`src/rtl/bram_read_arbiter_pkg.sv`:
```
// Shared constants and FSM state type for the BRAM read-port arbiter.
// Latency: none (declarations only).
// Backpressure: not applicable.
package bram_axi_pkg;

   localparam int ADDR_W = 18;
   localparam int DATA_W = 16;

   localparam logic [1:0] RESP_OKAY   = 2'b00;
   localparam logic [1:0] RESP_SLVERR = 2'b10;

   // One read in flight: accept address, drive slave AR, wait slave R, hand data back.
   typedef enum logic [1:0] {
      IDLE = 2'd0,
      ADDR = 2'd1,
      DATA = 2'd2,
      RESP = 2'd3
   } arb_state_e;

   // Width of an index over n requesters, never narrower than one bit.
   function automatic int idx_w(input int n);
      return (n > 1) ? $clog2(n) : 1;
   endfunction

endpackage

```
`src/rtl/bram_read_arbiter_rr_arbiter.sv`:
```
// Combinational grant selection: one-hot grant plus encoded index over req_i.
// Latency: zero cycles (purely combinational).
// Backpressure: none; caller decides when the grant is consumed.
// BRAM_ARB_FIXED_PRIORITY_EN: defined -> lowest index wins and ptr_i is ignored;
// undefined -> first requester at index >= ptr_i wins, wrapping around.
module rr_arbiter #(
   parameter int NUM_MASTERS = 2,
   parameter int PTR_W       = (NUM_MASTERS > 1) ? $clog2(NUM_MASTERS) : 1
) (
   input  logic [NUM_MASTERS-1:0] req_i,
   input  logic [PTR_W-1:0]       ptr_i,
   output logic [NUM_MASTERS-1:0] grant_o,
   output logic [PTR_W-1:0]       grant_idx_o
);

   logic             found;
   logic [PTR_W-1:0] cand_idx;

`ifdef BRAM_ARB_FIXED_PRIORITY_EN
   // Pointer has no effect when the lowest index always has priority.
   logic unused_ptr;
   assign unused_ptr = ^ptr_i;

   // Scan upward from index 0; the first requester found wins.
   always_comb begin
      grant_o     = '0;
      grant_idx_o = '0;
      found       = 1'b0;
      cand_idx    = '0;
      for (int i = 0; i < NUM_MASTERS; i++) begin
         cand_idx = PTR_W'(i);
         if (!found && req_i[cand_idx]) begin
            found             = 1'b1;
            grant_o[cand_idx] = 1'b1;
            grant_idx_o       = cand_idx;
         end
      end
   end
`else
   // Scan from the pointer with wrap; the first requester found wins.
   always_comb begin
      grant_o     = '0;
      grant_idx_o = '0;
      found       = 1'b0;
      cand_idx    = '0;
      for (int i = 0; i < NUM_MASTERS; i++) begin
         cand_idx = PTR_W'((int'(ptr_i) + i) % NUM_MASTERS);
         if (!found && req_i[cand_idx]) begin
            found             = 1'b1;
            grant_o[cand_idx] = 1'b1;
            grant_idx_o       = cand_idx;
         end
      end
   end
`endif

endmodule

```
`src/rtl/bram_read_arbiter.sv`:
```
// Shares one AXI-lite read port of the sprite/tile BRAM among NUM_MASTERS requesters.
// Latency: m_ar handshake T -> s_ar_valid T+1; zero-wait slave gives m_r_valid at T+3.
// Backpressure: slave AR/R stalls and master R stalls hold the current state; no timeout.
// BRAM_ARB_FIXED_PRIORITY_EN: defined -> lowest valid index always wins, pointer stays 0.
module bram_read_arbiter #(
   parameter int NUM_MASTERS = 2,
   parameter int ADDR_W      = bram_axi_pkg::ADDR_W,
   parameter int DATA_W      = bram_axi_pkg::DATA_W
) (
   input  logic                          a_clk,
   input  logic                          a_rst,
   // requester side
   input  logic [NUM_MASTERS-1:0]        m_ar_valid,
   output logic [NUM_MASTERS-1:0]        m_ar_ready,
   input  logic [NUM_MASTERS*ADDR_W-1:0] m_ar_addr,
   input  logic [NUM_MASTERS-1:0]        m_ar_prot,
   output logic [NUM_MASTERS-1:0]        m_r_valid,
   input  logic [NUM_MASTERS-1:0]        m_r_ready,
   output logic [DATA_W-1:0]             m_r_data,
   output logic [1:0]                    m_r_resp,
   // BRAM side
   output logic                          s_ar_valid,
   input  logic                          s_ar_ready,
   output logic [ADDR_W-1:0]             s_ar_addr,
   output logic                          s_ar_prot,
   input  logic                          s_r_valid,
   output logic                          s_r_ready,
   input  logic [DATA_W-1:0]             s_r_data,
   input  logic [1:0]                    s_r_resp
);

   import bram_axi_pkg::*;

   localparam int PTR_W = idx_w(NUM_MASTERS);

   arb_state_e        state_q, state_d;
   logic [PTR_W-1:0]  ptr_q, ptr_d;
   logic [PTR_W-1:0]  gnt_idx_q, gnt_idx_d;
   logic [ADDR_W-1:0] addr_q, addr_d;
   logic              prot_q, prot_d;
   logic [DATA_W-1:0] rdata_q, rdata_d;
   logic [1:0]        rresp_q, rresp_d;

   logic [NUM_MASTERS-1:0] arb_grant;
   logic [PTR_W-1:0]       arb_idx;
   logic [ADDR_W-1:0]      sel_addr;
   logic                   sel_prot;
   logic                   win_r_ready;

   rr_arbiter #(
      .NUM_MASTERS (NUM_MASTERS),
      .PTR_W       (PTR_W)
   ) u_rr_arbiter (
      .req_i       (m_ar_valid),
      .ptr_i       (ptr_q),
      .grant_o     (arb_grant),
      .grant_idx_o (arb_idx)
   );

   // Pick the current arbitration winner's address and prot from the packed buses.
   always_comb begin
      sel_addr = '0;
      sel_prot = 1'b0;
      for (int i = 0; i < NUM_MASTERS; i++) begin
         if (arb_idx == PTR_W'(i)) begin
            sel_addr = m_ar_addr[i*ADDR_W +: ADDR_W];
            sel_prot = m_ar_prot[i];
         end
      end
   end

   // Read-data accept from whichever master owns the in-flight read.
   always_comb begin
      win_r_ready = 1'b0;
      for (int i = 0; i < NUM_MASTERS; i++) begin
         if (gnt_idx_q == PTR_W'(i)) begin
            win_r_ready = m_r_ready[i];
         end
      end
   end

   // Next-state and datapath capture for the single outstanding read.
   always_comb begin
      state_d   = state_q;
      ptr_d     = ptr_q;
      gnt_idx_d = gnt_idx_q;
      addr_d    = addr_q;
      prot_d    = prot_q;
      rdata_d   = rdata_q;
      rresp_d   = rresp_q;
      case (state_q)
         IDLE: begin
            if (|m_ar_valid) begin
               gnt_idx_d = arb_idx;
               addr_d    = sel_addr;
               prot_d    = sel_prot;
               state_d   = ADDR;
            end
         end
         ADDR: begin
            // s_ar_valid is high throughout this state, so ready alone completes it.
            if (s_ar_ready) begin
               state_d = DATA;
            end
         end
         DATA: begin
            if (s_r_valid) begin
               rdata_d = s_r_data;
               rresp_d = s_r_resp;
               state_d = RESP;
            end
         end
         RESP: begin
            if (win_r_ready) begin
`ifdef BRAM_ARB_FIXED_PRIORITY_EN
               ptr_d = '0;
`else
               // Rotate priority to the master after the one just served.
               if (gnt_idx_q == PTR_W'(NUM_MASTERS - 1)) begin
                  ptr_d = '0;
               end else begin
                  ptr_d = gnt_idx_q + PTR_W'(1);
               end
`endif
               state_d = IDLE;
            end
         end
         default: begin
            state_d = IDLE;
         end
      endcase
   end

   // State and capture registers; reset abandons any in-flight read.
   always_ff @(posedge a_clk or posedge a_rst) begin
      if (a_rst) begin
         state_q   <= IDLE;
         ptr_q     <= '0;
         gnt_idx_q <= '0;
         addr_q    <= '0;
         prot_q    <= 1'b0;
         rdata_q   <= '0;
         rresp_q   <= '0;
      end else begin
         state_q   <= state_d;
         ptr_q     <= ptr_d;
         gnt_idx_q <= gnt_idx_d;
         addr_q    <= addr_d;
         prot_q    <= prot_d;
         rdata_q   <= rdata_d;
         rresp_q   <= rresp_d;
      end
   end

   // Address accept only while idle, gated off during reset.
   assign m_ar_ready = ((state_q == IDLE) && !a_rst) ? arb_grant : '0;

   // Slave-side handshakes follow the state directly, so they clear with reset.
   assign s_ar_valid = (state_q == ADDR);
   assign s_ar_addr  = addr_q;
   assign s_ar_prot  = prot_q;
   assign s_r_ready  = (state_q == DATA);

   // Return data to the winner only; shared data/resp buses come from capture registers.
   always_comb begin
      m_r_valid = '0;
      for (int i = 0; i < NUM_MASTERS; i++) begin
         m_r_valid[i] = (state_q == RESP) && (gnt_idx_q == PTR_W'(i));
      end
   end

   assign m_r_data = rdata_q;
   assign m_r_resp = rresp_q;

endmodule

```
`config.mk`:
```
export PLATFORM = sky130hd
export DESIGN_NAME = bram_read_arbiter
export DESIGN_NICKNAME = d
export VERILOG_FILES = /design/src/rtl/bram_read_arbiter_pkg.sv /design/src/rtl/bram_read_arbiter_rr_arbiter.sv /design/src/rtl/bram_read_arbiter.sv
export SDC_FILE = /design/constraint.sdc
export NUM_CORES = 1
export LEC_CHECK = 0
export CAP_MARGIN = 10
export CORE_MARGIN = 4
export CORE_UTILIZATION = 39
export DETAILED_ROUTE_END_ITERATION = 7
export PLACE_DENSITY = 0.81
export SLEW_MARGIN = 20
export SYNTH_ARGS = -nofsm -noshare
export SYNTH_HDL_FRONTEND = slang
export SYNTH_SLANG_ARGS = --single-unit
```
`constraint.sdc`:
```
create_clock -name a_clk -period 3.2 [get_ports a_clk]
set_clock_uncertainty 0.05 [all_clocks]
set_input_delay 0.8 -clock a_clk [delete_from_list [all_inputs] [get_ports a_clk]]
set_output_delay 0.8 -clock a_clk [all_outputs]
set_load 0.01 [all_outputs]
```
==> results.py <==
metrics = {
    "finish": {
        "final_core_util_pct": 66.8,
        "n_antenna_cell": 0,
        "register_area_sq_mm": 0.00103,
        "layoutNonFillerInstCount": 352,
        "areaGrowthSynthToFinish_pct": 64.3,
        "nets": 352,
        "num-fill-cells": 392,
        "multiInputGateArea_sq_um": 846,
        "final_layout_size_suffix_gt1_share_pct": 6.67,
    },
    "sta": {
        "slew_violations": 0,
        "setup_tns_ps": 0,
        "post-route-min-period_ps": 3030,
        "max_slew_margin_pct": 50.0,
        "hold_viol": 0,
        "max_freq_mhz": 330,
        "worst_pin_slew_ps": 749,
        "rsz0062_at_grt": "no",
        "finalCritPeriodShare_pct": 94.7,
        "setup_viol": 0,
    },
    "floorplanning": {
        "core_sq_mm": 0.00479,
        "initial_core_util_pct": 40.7,
        "rows": 25,
        "die-area_sq_mm": 0.00618,
        "io_pins": 107,
        "die_h_um": 78.6,
        "die_w_um": 78.6,
    },
    "grt": {
        "antenna_found_initial": 0,
        "grt_max_degree": 42,
        "grt_pass1_wl_um": 8140,
        "gr-total-overflow": 0,
        "gr-usage-all-layers_pct": 16.7,
        "grt_pass1_vias": 1714,
    },
    "pwr": {
        "p_seq_share_pct": 34.1,
        "clkPwrFrac_pct": 15.7,
        "p_int_w": 0.00184,
        "irDropWorstVdd_mv": 0.470,
        "switching_share_pct": 32.8,
        "combPwrFrac_pct": 50.2,
        "p_leak_nw": 1.27,
        "power.density_mw_per_mm2": 856,
        "p_switching_w": 0.000898,
    },
    "routing": {
        "vias": 1732,
        "detail_route.first_pass.iterations": 4,
        "drc_errors": 0,
        "antenna_left": 0,
        "wl_per_cell_um": 14.2,
        "routed_wl_um": 5010,
        "drtIter0Drc": 57,
        "via_per_inst": 4.92,
    },
    "cts": {
        "htree_levels": 2,
        "root_buffer": "clkbuf_8",
        "holdBufCountCts": 0,
        "cts_made_buffers": 5,
        "post_cts_buffers": 0,
        "tritoncts": "built",
        "clock_latency_ps": 290,
        "clkTransAtPathRegs_ps": 80,
        "postCtsResizedCells": 0,
        "cts.sinks": 41,
        "cts_buffer_depth": 2,
    },
    "logic_synthesis": {
        "synth_nets": 247,
        "synth_warnings": 0,
        "synth_seq_area_share_pct": 52.7,
        "ys_types": 26,
        "ys_ff_latch": 41,
        "syn_inst": 179,
        "netlist_area_sq_mm": 0.00195,
        "syn_area_per_cell_sq_um": 10.9,
    },
    "critical_path": {
        "reg2reg_slack_ps": 1330,
        "cp.depth": 4,
        "critPathTopFamily": "buffers and inverters",
        "required_ps": 2350,
        "cp_cell_sequence": "clkdlybuf4s50_1 -> nor2b_2 -> nor4_1 -> clkdlybuf4s50_1",
        "cp_slowest_stage_delay_ps": 580,
        "end_kind": "output pin",
        "cp.buffers_inverters": 2,
        "r2r-end": "m_r_data[0]",
        "crit_path_top_delay_cell": "clkdlybuf4s50_1",
        "arrival_ps": 2180,
        "crit_type": "in -> out",
        "r2r_start": "state_q[0]",
        "reg2reg_depth": 4,
        "cp-start-kind": "input pin",
        "path_max_fanout": 4,
        "crit_top_cell": "clkdlybuf4s50_1",
    },
    "worst_hold_path": {
        "min_path_cells": 1,
        "min_to": "m_r_resp[0]",
        "hp-start": "m_r_resp[0]",
        "hold_path.class": "reg -> reg",
    },
    "placed_design": {
        "port_buffers": 106,
        "place_inst": 344,
        "dp_hpwl_um": 3890,
        "gp_congestion": 0.724,
    },
    "run": {
        "cap_violations": 0,
    },
    "run_status": {
        "run_status": "finished, final reports clean",
    },
}
==> layer usage <==
layer	track usage (%)	part of all wire, %	wire (um)
met3	8.49	11	549
met2	28.3	48	2400
met5	0	0	0
met1	18.9	40	2020
met4	3.67	0.82	41
==> Yosys cell counts <==
cell | n | area (sq um)
dfrtp_1 | 41 | 1030
nor2_1 | 20 | 75.1
a31oi_1 | 19 | 119
nand3b_1 | 19 | 143
o21ai_1 | 19 | 95.1
mux2_1 | 18 | 203
clkbuf_1 | 8 | 30.0
inv_1 | 5 | 18.8
buf_2 | 4 | 20.0
ha_1 | 4 | 50.1
nand2_1 | 3 | 11.3
nor2b_1 | 3 | 18.8
a21oi_1 | 2 | 10.0
mux2i_1 | 2 | 20.0
a2111oi_4 | 1 | 27.5
and2_2 | 1 | 7.51
and2b_2 | 1 | 8.76
buf_1 | 1 | 3.75
inv_2 | 1 | 3.75
mux2_4 | 1 | 15.0
nand3_1 | 1 | 5.00
nor3b_1 | 1 | 7.51
nor4_1 | 1 | 6.26
o21a_1 | 1 | 7.51
o21ai_0 | 1 | 5.00
o32ai_1 | 1 | 8.76
==> sequential cells by signal, indices dropped and copies added, names as in the netlist <==
register and count:
s_ar_addr 18, state_q 2, m_r_resp 2, ptr_q 1, gnt_idx_q 1, m_r_data 16
s_ar_prot 1
==> stage by stage <==
step	power (W)	instance area, sq um	worst slack (ps)	hold WS [ps]
6_report	0.00274	3200	169	445
3_3_place_gp	0.00229	3080	179	423
4_1_cts	0.00278	3200	167	449
3_5_place_dp	0.00234	3080	190	431
5_1_grt	0.00294	3200	79.8	466
2_1_floorplan	0.00160	1950	284	443
==> worst max path at each step <==
| stage | start | endpoint | slack, ps |
|---|---|---|---|
| 4_1_cts | m_ar_valid[0] | m_ar_ready[1] | 170 |
| 3_5_place_dp | m_ar_valid[0] | m_ar_ready[1] | 190 |
| 2_1_floorplan | a_rst | m_ar_ready[0] | 280 |
| 6_report | m_ar_valid[0] | m_ar_ready[1] | 170 |
| 3_3_place_gp | m_ar_valid[1] | m_ar_ready[1] | 180 |
| 5_1_grt | m_ar_valid[0] | m_ar_ready[1] | 80 |
==> power by group through the flow <==
stage | registers [W] | clock network (W) | logic, W
after floorplan | 0.00104 | 0 | 0.000558
after global placement | 0.000929 | 0 | 0.00136
after detailed placement | 0.000946 | 0 | 0.00140
after CTS | 0.000938 | 0.000442 | 0.00140
after global routing | 0.000972 | 0.000468 | 0.00150
final | 0.000933 | 0.000429 | 0.00137
==> placed cells by master, fill, tap and decap left out, types with 2 or more instances in the layout <==
cell	instances
mux2i_1	2
a21oi_1	2
mux2_1	18
ha_1	4
a31oi_1	19
clkbuf_8	6
nor2b_1	2
clkdlybuf4s50_1	106
buf_4	5
nand3b_1	19
nor2_1	20
dfrtp_1	41
inv_1	4
o21ai_1	19
nand2_1	3
==> cell type report <==
class	instances	area share, %
Sequential cell	41	32.1
Inverter	6	0.705
Multi-Input combinational cell	119	26.5
Clock inverter	2	1.17
Timing Repair Buffer	111	34.4
Tap cell	67	2.62
Clock buffer	6	2.58
==> logic make-up (layout without fill, tap and decap cells) <==
kind of cell               count (synthesis)  count (layout)  share of synthesized area (%)
and+or+nand+nor                           50              50                           14.5
AOI/OAI and AO/OA                         44              44                           14.0
DFF                                       41              41                           52.7
muxes                                     21              21                           12.2
buffers and inverters                     19             125                           3.92
adders and majority gates                  4               4                           2.57
No activity file was read; power rests on OpenSTA's default activity.
